[src/rtl/multicycle_ctrl.sv]
// Main control FSM for the multicycle MIPS datapath: sequences the shared ALU
// one operation per state and drives every datapath select and write enable.
module multicycle_ctrl #(
   parameter int         STATE_W  = 4,
   parameter logic [5:0] RTYPE_OP = 6'b000000
) (
   input  logic               clk,
   input  logic               rst_n,
   input  logic [5:0]         op,
   input  logic [5:0]         funct,
   input  logic               zero,
   input  logic               mem_ready,
   output logic               mem_req,
   output logic               iord,
   output logic               mem_write,
   output logic               ir_write,
   output logic               reg_dst,
   output logic               mem_to_reg,
   output logic               reg_write,
   output logic               alu_src_a,
   output logic [1:0]         alu_src_b,
   output logic [2:0]         alu_control,
   output logic [1:0]         pc_src,
   output logic               pc_en,
   output logic               illegal_instr,
   output logic               retire,
   output logic [STATE_W-1:0] state
);

   // state   | meaning
   // FETCH   | read instruction at PC, PC <= PC + 4
   // DECODE  | precompute branch target, dispatch on op
   // MEMADR  | address = A + sign-extended immediate
   // MEMRD   | load access, held until mem_ready
   // MEMWB   | write load data to rt
   // MEMWR   | store access, held until mem_ready
   // EXEC    | R-type ALU operation
   // ALUWB   | write ALU result to rd
   // BRANCH  | compare A - B, conditionally load branch target
   // ADDIEX  | A + sign-extended immediate
   // ADDIWB  | write result to rt
   // JUMP    | load jump target
   typedef enum logic [STATE_W-1:0] {
      S_FETCH  = STATE_W'(0),
      S_DECODE = STATE_W'(1),
      S_MEMADR = STATE_W'(2),
      S_MEMRD  = STATE_W'(3),
      S_MEMWB  = STATE_W'(4),
      S_MEMWR  = STATE_W'(5),
      S_EXEC   = STATE_W'(6),
      S_ALUWB  = STATE_W'(7),
      S_BRANCH = STATE_W'(8),
      S_ADDIEX = STATE_W'(9),
      S_ADDIWB = STATE_W'(10),
      S_JUMP   = STATE_W'(11)
   } state_t;

   localparam logic [5:0] OP_LW   = 6'b100011;
   localparam logic [5:0] OP_SW   = 6'b101011;
   localparam logic [5:0] OP_BEQ  = 6'b000100;
   localparam logic [5:0] OP_BNE  = 6'b000101;
   localparam logic [5:0] OP_ADDI = 6'b001000;
   localparam logic [5:0] OP_J    = 6'b000010;

   state_t state_q, state_d;

   logic       mem_req_c, iord_c, mem_write_c, ir_write_c, reg_dst_c, mem_to_reg_c;
   logic       reg_write_c, alu_src_a_c, pc_en_c, illegal_c, retire_c;
   logic [1:0] alu_src_b_c, pc_src_c;
   logic [2:0] alu_control_c;
   logic       funct_ok;
   logic [2:0] funct_alu;

   always_comb begin
      funct_ok  = 1'b1;
      funct_alu = 3'd2;
      case (funct)
         6'b100000: funct_alu = 3'd2;
         6'b100010: funct_alu = 3'd3;
         6'b100100: funct_alu = 3'd0;
         6'b100101: funct_alu = 3'd1;
         6'b101010: funct_alu = 3'd6;
         6'b000100: funct_alu = 3'd4;
         6'b000110: funct_alu = 3'd5;
         default:   funct_ok  = 1'b0;
      endcase
   end

   always_comb begin
      state_d       = S_FETCH;
      mem_req_c     = 1'b0;
      iord_c        = 1'b0;
      mem_write_c   = 1'b0;
      ir_write_c    = 1'b0;
      reg_dst_c     = 1'b0;
      mem_to_reg_c  = 1'b0;
      reg_write_c   = 1'b0;
      alu_src_a_c   = 1'b0;
      alu_src_b_c   = 2'b00;
      alu_control_c = 3'd2;
      pc_src_c      = 2'b00;
      pc_en_c       = 1'b0;
      illegal_c     = 1'b0;
      retire_c      = 1'b0;
      case (state_q)
         S_FETCH: begin
            mem_req_c   = 1'b1;
            alu_src_b_c = 2'b01;
            ir_write_c  = mem_ready;
            pc_en_c     = mem_ready;
            state_d     = mem_ready ? S_DECODE : S_FETCH;
         end
         S_DECODE: begin
            alu_src_b_c = 2'b11;
            if (op == OP_LW || op == OP_SW)          state_d = S_MEMADR;
            else if (op == RTYPE_OP && funct_ok)     state_d = S_EXEC;
            else if (op == OP_BEQ || op == OP_BNE)   state_d = S_BRANCH;
            else if (op == OP_ADDI)                  state_d = S_ADDIEX;
            else if (op == OP_J)                     state_d = S_JUMP;
            else                                     illegal_c = 1'b1;
         end
         S_MEMADR: begin
            alu_src_a_c = 1'b1;
            alu_src_b_c = 2'b10;
            state_d     = (op == OP_LW) ? S_MEMRD : S_MEMWR;
         end
         S_MEMRD: begin
            mem_req_c = 1'b1;
            iord_c    = 1'b1;
            state_d   = mem_ready ? S_MEMWB : S_MEMRD;
         end
         S_MEMWB: begin
            mem_to_reg_c = 1'b1;
            reg_write_c  = 1'b1;
            retire_c     = 1'b1;
         end
         S_MEMWR: begin
            mem_req_c   = 1'b1;
            iord_c      = 1'b1;
            mem_write_c = 1'b1;
            retire_c    = mem_ready;
            state_d     = mem_ready ? S_FETCH : S_MEMWR;
         end
         S_EXEC: begin
            alu_src_a_c   = 1'b1;
            alu_control_c = funct_alu;
            state_d       = S_ALUWB;
         end
         S_ALUWB: begin
            reg_dst_c   = 1'b1;
            reg_write_c = 1'b1;
            retire_c    = 1'b1;
         end
         S_BRANCH: begin
            alu_src_a_c   = 1'b1;
            alu_control_c = 3'd3;
            pc_src_c      = 2'b01;
            pc_en_c       = (op == OP_BEQ) ? zero : ~zero;
            retire_c      = 1'b1;
         end
         S_ADDIEX: begin
            alu_src_a_c = 1'b1;
            alu_src_b_c = 2'b10;
            state_d     = S_ADDIWB;
         end
         S_ADDIWB: begin
            reg_write_c = 1'b1;
            retire_c    = 1'b1;
         end
         S_JUMP: begin
            pc_src_c = 2'b10;
            pc_en_c  = 1'b1;
            retire_c = 1'b1;
         end
         default: state_d = S_FETCH;
      endcase
   end

   always_ff @(posedge clk or negedge rst_n) begin
      if (!rst_n) state_q <= S_FETCH;
      else        state_q <= state_d;
   end

   // Strobes are gated by rst_n so nothing fires while the FSM sits in FETCH under reset.
   assign mem_req       = mem_req_c   & rst_n;
   assign mem_write     = mem_write_c & rst_n;
   assign ir_write      = ir_write_c  & rst_n;
   assign reg_write     = reg_write_c & rst_n;
   assign pc_en         = pc_en_c     & rst_n;
   assign illegal_instr = illegal_c   & rst_n;
   assign retire        = retire_c    & rst_n;
   assign iord          = iord_c;
   assign reg_dst       = reg_dst_c;
   assign mem_to_reg    = mem_to_reg_c;
   assign alu_src_a     = alu_src_a_c;
   assign alu_src_b     = alu_src_b_c;
   assign alu_control   = alu_control_c;
   assign pc_src        = pc_src_c;
   assign state         = state_q;

endmodule

[config.mk]
export PLATFORM = sky130hd
export DESIGN_NAME = multicycle_ctrl
export DESIGN_NICKNAME = d
export VERILOG_FILES = /design/src/rtl/multicycle_ctrl.sv
export SDC_FILE = /design/constraint.sdc
export NUM_CORES = 1
export LEC_CHECK = 0
export CORE_ASPECT_RATIO = 0.7
export CORE_MARGIN = 2
export CORE_UTILIZATION = 37
export CTS_BUF_LIST = sky130_fd_sc_hd__clkbuf_8
export CTS_CLUSTER_DIAMETER = 150
export DETAILED_ROUTE_END_ITERATION = 10
export PLACE_DENSITY_LB_ADDON = 0.3
export SLEW_MARGIN = 20
export SYNTH_ARGS = -nofsm -noshare
export SYNTH_HDL_FRONTEND = slang
export SYNTH_SLANG_ARGS = --single-unit
[constraint.sdc]
create_clock -name clk -period 1.6 [get_ports clk]
set_clock_uncertainty 0.1 [all_clocks]
set_input_delay 0.32 -clock clk [delete_from_list [all_inputs] [get_ports clk]]
set_output_delay 0.32 -clock clk [all_outputs]
set_load 0.03 [all_outputs]
==> flow_summary.json, run 1 <==
{
  "status": "stopped before the end",
  "haltStage": "4_1_cts",
  "error": "[ERROR DPL-0038] Utilization greater than 100%, impossible to legalize",
  "dp_slack_ns": -1.32,
  "synth_ff_type": "dfrtp_1",
  "yosysWarnings": 0,
  "synth_edf_count": 0,
  "gp_congestion": 0.912,
  "ys_seq_area_share_pct": 13.7,
  "synth-async-reset-ratio_pct": 100,
  "synth_top_area_share_pct": 13.7,
  "numClockSinks": 4,
  "initial_utilization_pct": 39.2,
  "synthCells": 105,
  "yosysUniqueCellTypes": 43,
  "io_pins": 38,
  "synth.most_common_cell": "nor2_1",
  "cts_root_buf": "clkbuf_8",
  "synth_top_cell_by_area": "dfrtp_1",
  "cts-resized-gates": 142,
  "hold_buffers": 0,
  "synthesis.nets": 121,
  "die_w_um": 57.2,
  "synthTopCellsByArea": "dfrtp_1, nand2b_1, nor3_1",
  "synth-seq-cells": 4,
  "num_rows": 13,
  "port_buffers": 37,
  "yosys-top-cells-count": "nor2_1, nor3_1, nand2b_1",
  "die_height_um": 41.2,
  "synth_area_um2": 733,
  "dp_hpwl_um": 2830,
  "cts_buffers": 3,
  "clock_path_buffers": 2,
  "postCtsSetupBuffers": 28,
  "h-tree-depth": 1,
  "syn-mean-instance-area_um2": 6.98
}
[through the flow]
step / hold WS [ns] / area, um^2 / std cells / utilization, %
2_1_floorplan: -0.0756 / 971 / 105 / -
3_3_place_gp: 0.525 / 1590 / 205 / 85.2
3_5_place_dp: 0.557 / 1590 / 205 / 85.2
[kinds of logic after synthesis]
group	synth area share [%]
AOI/OAI and AO/OA	28.7
DFF	13.7
muxes	4.27
xor gates and xnor gates	4.78
and+or+nand+nor	44.4
buffers and inverters	4.26
==> run 2, diff against run 1 <==
==> config.mk (replaced) <==
export PLATFORM = sky130hd
export DESIGN_NAME = multicycle_ctrl
export DESIGN_NICKNAME = d
export VERILOG_FILES = /design/src/rtl/multicycle_ctrl.sv
export SDC_FILE = /design/constraint.sdc
export NUM_CORES = 1
export LEC_CHECK = 0
export CORE_AREA = 2 2 63 65
export DETAILED_ROUTE_END_ITERATION = 10
export DIE_AREA = 0 0 65 67
export PLACE_DENSITY_LB_ADDON = 0.15
export SLEW_MARGIN = 20
export SYNTH_ARGS = -nofsm -noshare
export SYNTH_HDL_FRONTEND = slang
export SYNTH_SLANG_ARGS = --single-unit
==> constraint.sdc (replaced) <==
create_clock -name clk -period 2.1 [get_ports clk]
set_clock_uncertainty 0.1 [all_clocks]
set_input_delay 0.42 -clock clk [delete_from_list [all_inputs] [get_ports clk]]
set_output_delay 0.42 -clock clk [all_outputs]
set_load 0.03 [all_outputs]
==> run 2 against run 1 <==
Against the previous run:
- the flow now finishes, with violations (negative setup slack)
- synthesized area did not move
- synthesized cell count unchanged
==> flow_summary.json, run 2 <==
{
  "status": "finished, violations left",
  "failed_checks": "negative setup slack",
  "die_height_um": 67,
  "fillCellCount": 363,
  "ir_worst_vdd_mv": 0.243,
  "num_rows": 22,
  "dp_slack_ns": -1.07,
  "yosysWarnings": 0,
  "cp-startpoint": "op[4]",
  "initial_utilization_pct": 20.3,
  "cts_root_buf": "clkbuf_8",
  "clock_path_buffers": 2,
  "die_w_um": 65,
  "numClockSinks": 4,
  "synth-async-reset-ratio_pct": 100,
  "via_per_inst": 4.80,
  "synth_top_cell_by_area": "dfrtp_1",
  "yosysUniqueCellTypes": 43,
  "io_pins": 38,
  "power.total_w": 0.000945,
  "synth.most_common_cell": "nor2_1",
  "leakage_nw": 0.821,
  "drt_wl_total_um": 3250,
  "synthesis.nets": 121,
  "crit_path_end_kind": "primary output",
  "cts.clk_slew.worst_paths_ns": 0.03,
  "synth_area_um2": 733,
  "critical_path.max_fanout": 2,
  "port_buffers": 37,
  "diodes": 0,
  "worstMarginPinSlew_ns": 0.367,
  "cts_buffers": 3,
  "grt_pass1_wl_um": 4900,
  "first_pass_iters": 4,
  "gp_congestion": 0.800,
  "grt_pass1_vias": 1082,
  "layout.nets": 209,
  "synth_ff_type": "dfrtp_1",
  "dp_hpwl_um": 2430,
  "hold_ws_ns": 0.157,
  "worstHoldPathType": "input pin to asynchronous set/reset pin",
  "yosys-top-cells-count": "nor2_1, nor3_1, nand2b_1",
  "synthCells": 105,
  "maxSlewHeadroom_pct": 74.9,
  "most-common-layout-cells": "buf_4, buf_6, nor2_1",
  "cp.arrival_ns": 1.76,
  "setup_viol": 2,
  "crit_required_ns": 1.58,
  "rsz0062_at_grt": "true",
  "cap_violations": 0,
  "h-tree-depth": 1,
  "r2r-start": "state[1]$_DFF_PN0_",
  "final_cell_count_no_fill": 239,
  "grt_max_degree": 17,
  "synthTopCellsByArea": "dfrtp_1, nand2b_1, nor3_1",
  "track_usage_pct": 14.5,
  "final_antenna_net_count": 0,
  "period_share_pct": 109,
  "drtIter0Drc": 66,
  "cts_tree": "built",
  "largest_register_ffs": 4,
  "worstSetupPathType": "input pin to primary output",
  "syn-mean-instance-area_um2": 6.98,
  "layout_commonest_cell": "buf_4",
  "r2r_end": "state[0]$_DFF_PN0_",
  "layout-drive-gt1-share_pct": 62.8,
  "synth_edf_count": 0,
  "max_freq_mhz": 438,
  "dpl.cell_count": 224,
  "p_per_area_nw_per_um2": 506,
  "ff2ff_setup_slack_ns": 0.47,
  "grt_antenna_before_repair": 0,
  "core_um2": 3610,
  "hold_buffers": 0,
  "ys_seq_area_share_pct": 13.7,
  "drc": 0,
  "drt-wirelength-per-cell_um": 13.6,
  "min_period_ns": 2.28,
  "critPathLaunchType": "input pin",
  "synth_top_area_share_pct": 13.7,
  "area_growth_pct": 155,
  "dieArea_um2": 4360,
  "globalRouteOverflowTotal": 0,
  "reg2regPathDepth": 6,
  "setup_slack_ns": -0.181,
  "synth-seq-cells": 4,
  "worstSkewPairLatency_ns": 0.22,
  "report.final.slew_viol_count": 0,
  "finalHoldViolations": 0,
  "dr_total_vias": 1148
}
run 2: metrics by stage:
stage               setup TNS (ns)  util, %  area, um^2
floorplan                   -0.234        -         868
CTS                         -0.384     46.4        1670
global route                -0.518     51.8        1870
finish                      -0.323     51.8        1870
global placement             -2.82     42.1        1520
detailed placement           -2.90     42.1        1520
run 2: worst max path at each step:
stage | slack (ns) | depth (start not counted) | to
4_1_cts | -0.24 | 6 | pc_en
2_1_floorplan | -0.11 | 4 | illegal_instr
6_report | -0.18 | 6 | pc_en
5_1_grt | -0.22 | 6 | pc_en
3_5_place_dp | -1.07 | 6 | pc_en
3_3_place_gp | -1.02 | 6 | pc_en
run 2: worst max-delay path, cell delays in order:
cell and delay, ns:
buf_6 0.09, or4_4 0.56, nor3b_4 0.22, xor2_2 0.21
o32ai_4 0.11, buf_6 0.15
run 2: kinds of logic after synthesis:
group | Yosys count | synth area share (%)
flops | 4 | 13.7
buf+inv | 8 | 4.26
mux | 3 | 4.27
compound gates | 30 | 28.7
simple gates | 56 | 44.4
xor+xnor | 4 | 4.78
run 2: timing repair:
action,4_1_cts,5_1_grt
endpoints found under the setup margin,9,10
pin swaps,13,9
gates cloned,0,0
buffers inserted,6,7
resized for setup,57,39
run 2: layout make-up:
cell class / count / area (um^2) / share of cell area (%)
repair buffers: 88 / 796 / 42.6
well taps: 48 / 60.1 / 3.22
flip-flops and latches: 4 / 103 / 5.50
clock buffers: 3 / 41.3 / 2.21
multi-input cells: 93 / 856 / 45.8
inverters: 3 / 11.3 / 0.603
run 2: per-layer routing:
layer,global-route usage (%),up-vias,wire length (um)
met4,4.79,0,29
met5,0,-,0
met2,27.7,31,1720
met1,16.2,533,1350
met3,2.20,4,147
li1,-,580,-
run 2: where the power goes:
| part | internal [W] | total (W) | switching [W] |
|---|---|---|---|
| Sequential | 0.0000888 | 0.000102 | 0.0000134 |
| Clock | 0.000122 | 0.000163 | 0.0000404 |
| Combinational | 0.000339 | 0.000680 | 0.000341 |
| Total | 0.000550 | 0.000945 | 0.000395 |
(Power assumes the default switching activity.)
==> run 3, diff against run 2 <==
--- a/config.mk
+++ b/config.mk
@@ -8,6 +8,7 @@
 export CORE_AREA = 2 2 63 65
 export DETAILED_ROUTE_END_ITERATION = 10
 export DIE_AREA = 0 0 65 67
+export GPL_ROUTABILITY_DRIVEN = 0
 export PLACE_DENSITY_LB_ADDON = 0.15
 export SLEW_MARGIN = 20
 export SYNTH_ARGS = -nofsm -noshare
==> results of run 3 <==
The final DEF is identical to that of run 2; final timing and power are the same.
==> run 4, diff against run 3 <==
==> constraint.sdc (replaced) <==
create_clock -name clk -period 2.45 [get_ports clk]
set_clock_uncertainty 0.1 [all_clocks]
set_input_delay 0.49 -clock clk [delete_from_list [all_inputs] [get_ports clk]]
set_output_delay 0.49 -clock clk [all_outputs]
set_load 0.03 [all_outputs]
==> run 4 against run 3 <==
Against the previous run:
- the flow now finishes without violations
- design area decreased by 21%
- flip-flop and latch count did not move
- highest routed layer unchanged
- global-route usage fell by 0.57 points
==> flow_summary.json, run 4 (synthesis gave the netlist of run 2 again) <==
{
  "status": "finished clean",
  "dp_hpwl_um": 2240,
  "slowest_stage": "or4bb_1",
  "finalSetupTns_ns": 0,
  "critical_path.max_fanout": 4,
  "drt_wl_total_um": 2850,
  "worstSkewPairLatency_ns": 0.21,
  "port_buffers": 37,
  "grt_max_degree": 13,
  "globalRouteOverflowTotal": 0,
  "drc": 0,
  "layout_commonest_cell": "buf_4",
  "fillCellCount": 376,
  "final_antenna_net_count": 0,
  "h-tree-depth": 1,
  "finalHoldViolations": 0,
  "dp_slack_ns": -0.321,
  "cts.clk_slew.worst_paths_ns": 0.03,
  "dr_total_vias": 1051,
  "worstMarginPinSlew_ns": 0.383,
  "report.final.slew_viol_count": 0,
  "min_period_ns": 2.44,
  "grt_pass1_wl_um": 4800,
  "layout.nets": 191,
  "period_share_pct": 99.7,
  "cp_cell_sequence": "dlygate4sd2_1 > or4bb_1 > o41ai_2 > o21a_1 > a2111oi_4 > buf_4",
  "cap_violations": 0,
  "leakage_nw": 0.693,
  "via_per_inst": 4.76,
  "worstHoldPathType": "input pin to asynchronous set/reset pin",
  "setup_slack_ns": 0.00647,
  "most-common-layout-cells": "buf_4, nor2_1, clkdlybuf4s50_1",
  "critPathLaunchType": "input pin",
  "num_rows": 22,
  "max_freq_mhz": 409,
  "grt_antenna_before_repair": 0,
  "dieArea_um2": 4360,
  "cp_num_buf_inv": 2,
  "diodes": 0,
  "io_pins": 38,
  "slowest_delay_ns": 0.53,
  "crit_required_ns": 1.86,
  "numClockSinks": 4,
  "rsz0062_at_grt": "true",
  "cts_buffers": 3,
  "area_growth_pct": 101,
  "ir_worst_vdd_mv": 0.140,
  "largest_register_ffs": 4,
  "core_um2": 3610,
  "crit_path_end_kind": "primary output",
  "initial_utilization_pct": 20.3,
  "cp.arrival_ns": 1.85,
  "maxSlewHeadroom_pct": 73.8,
  "dpl.cell_count": 215,
  "setup_viol": 0,
  "first_pass_iters": 4,
  "cts_root_buf": "clkbuf_8",
  "drt-wirelength-per-cell_um": 12.9,
  "drtIter0Drc": 56,
  "die_height_um": 67,
  "crit_family": "simple AND/OR/NAND/NOR gates",
  "die_w_um": 65,
  "track_usage_pct": 13.9,
  "layout-drive-gt1-share_pct": 40.5,
  "p_per_area_nw_per_um2": 440,
  "final_cell_count_no_fill": 221,
  "cts_tree": "built",
  "clock_path_buffers": 2,
  "worstSetupPathType": "input pin to primary output",
  "grt_pass1_vias": 1043
}
## run 4: cell types whose count changed in the layout (fill, tap and decap cells not counted), sizes merged
cell and change:
buf -26, clkbuf +1, clkdlybuf4s15 -4, clkdlybuf4s50 +6
dlymetal6s2s +2, dlygate4sd2 +3
## run 4: worst paths after layout
kind | slack [ns] | cells after the start | from | to
worst max-delay path | 0.006 | 6 | funct[0] | illegal_instr
worst min-delay path | 0.47 | 2 | rst_n | state[1]$_DFF_PN0_
worst max register to register | 0.78 | 6 | state[2]$_DFF_PN0_ | state[0]$_DFF_PN0_
worst min register to register | 0.71 | 3 | state[1]$_DFF_PN0_ | state[0]$_DFF_PN0_
max in group asynchronous | 1.66 | 2 | rst_n | state[0]$_DFF_PN0_
min in group clk | 0.64 | 5 | op[3] | state[1]$_DFF_PN0_
## run 4: stage by stage
stage / instance area, um^2 / utilization [%] / total power, W / hold WS (ns)
2_1_floorplan: 774 / - / 0.000317 / 0.0944
3_3_place_gp: 1380 / 38.3 / 0.000499 / 0.689
3_5_place_dp: 1380 / 38.3 / 0.000502 / 0.698
4_1_cts: 1450 / 40.2 / 0.000650 / 0.472
5_1_grt: 1480 / 40.9 / 0.000689 / 0.485
6_report: 1480 / 40.9 / 0.000650 / 0.469
## run 4: final cells by class
cell class	count	area (um^2)	share of cell area [%]
Timing Repair Buffer	70	583	39.5
Sequential cell	4	101	6.86
Multi-Input combinational cell	93	679	46.0
Tap cell	48	60.1	4.07
Clock buffer	3	41.3	2.80
Inverter	3	11.3	0.763
## run 4: timing repair
action                                  4_1_cts  5_1_grt
gates cloned                                  0        0
pin swaps                                     9        4
resized for setup                            26        9
endpoints found under the setup margin        5        6
setup buffers                                 3        0
hold buffers                                  0        0
## run 4: worst register-to-register path, cell delays in order (launching register included)
cell      delay, ns
dfrtp_1        0.45
buf_4          0.21
nor2_1         0.15
o211ai_1       0.19
buf_4          0.18
buf_4          0.12
o22ai_1        0.17
## run 4: power by group
part | switching, W | leakage [nW] | internal (W) | total, W
clock | 0.0000307 | 0.0216 | 0.000104 | 0.000135
sequential | 0.0000249 | 0.0528 | 0.0000757 | 0.000101
combinational | 0.000225 | 0.618 | 0.000189 | 0.000414
## run 4: routing by layer
layer / vias up / wire length, um / track usage (%)
met5: - / 0 / 0
met4: 0 / 47 / 4.52
met3: 4 / 138 / 1.52
met2: 29 / 1370 / 25.1
met1: 484 / 1290 / 17.2
li1: 534 / - / -
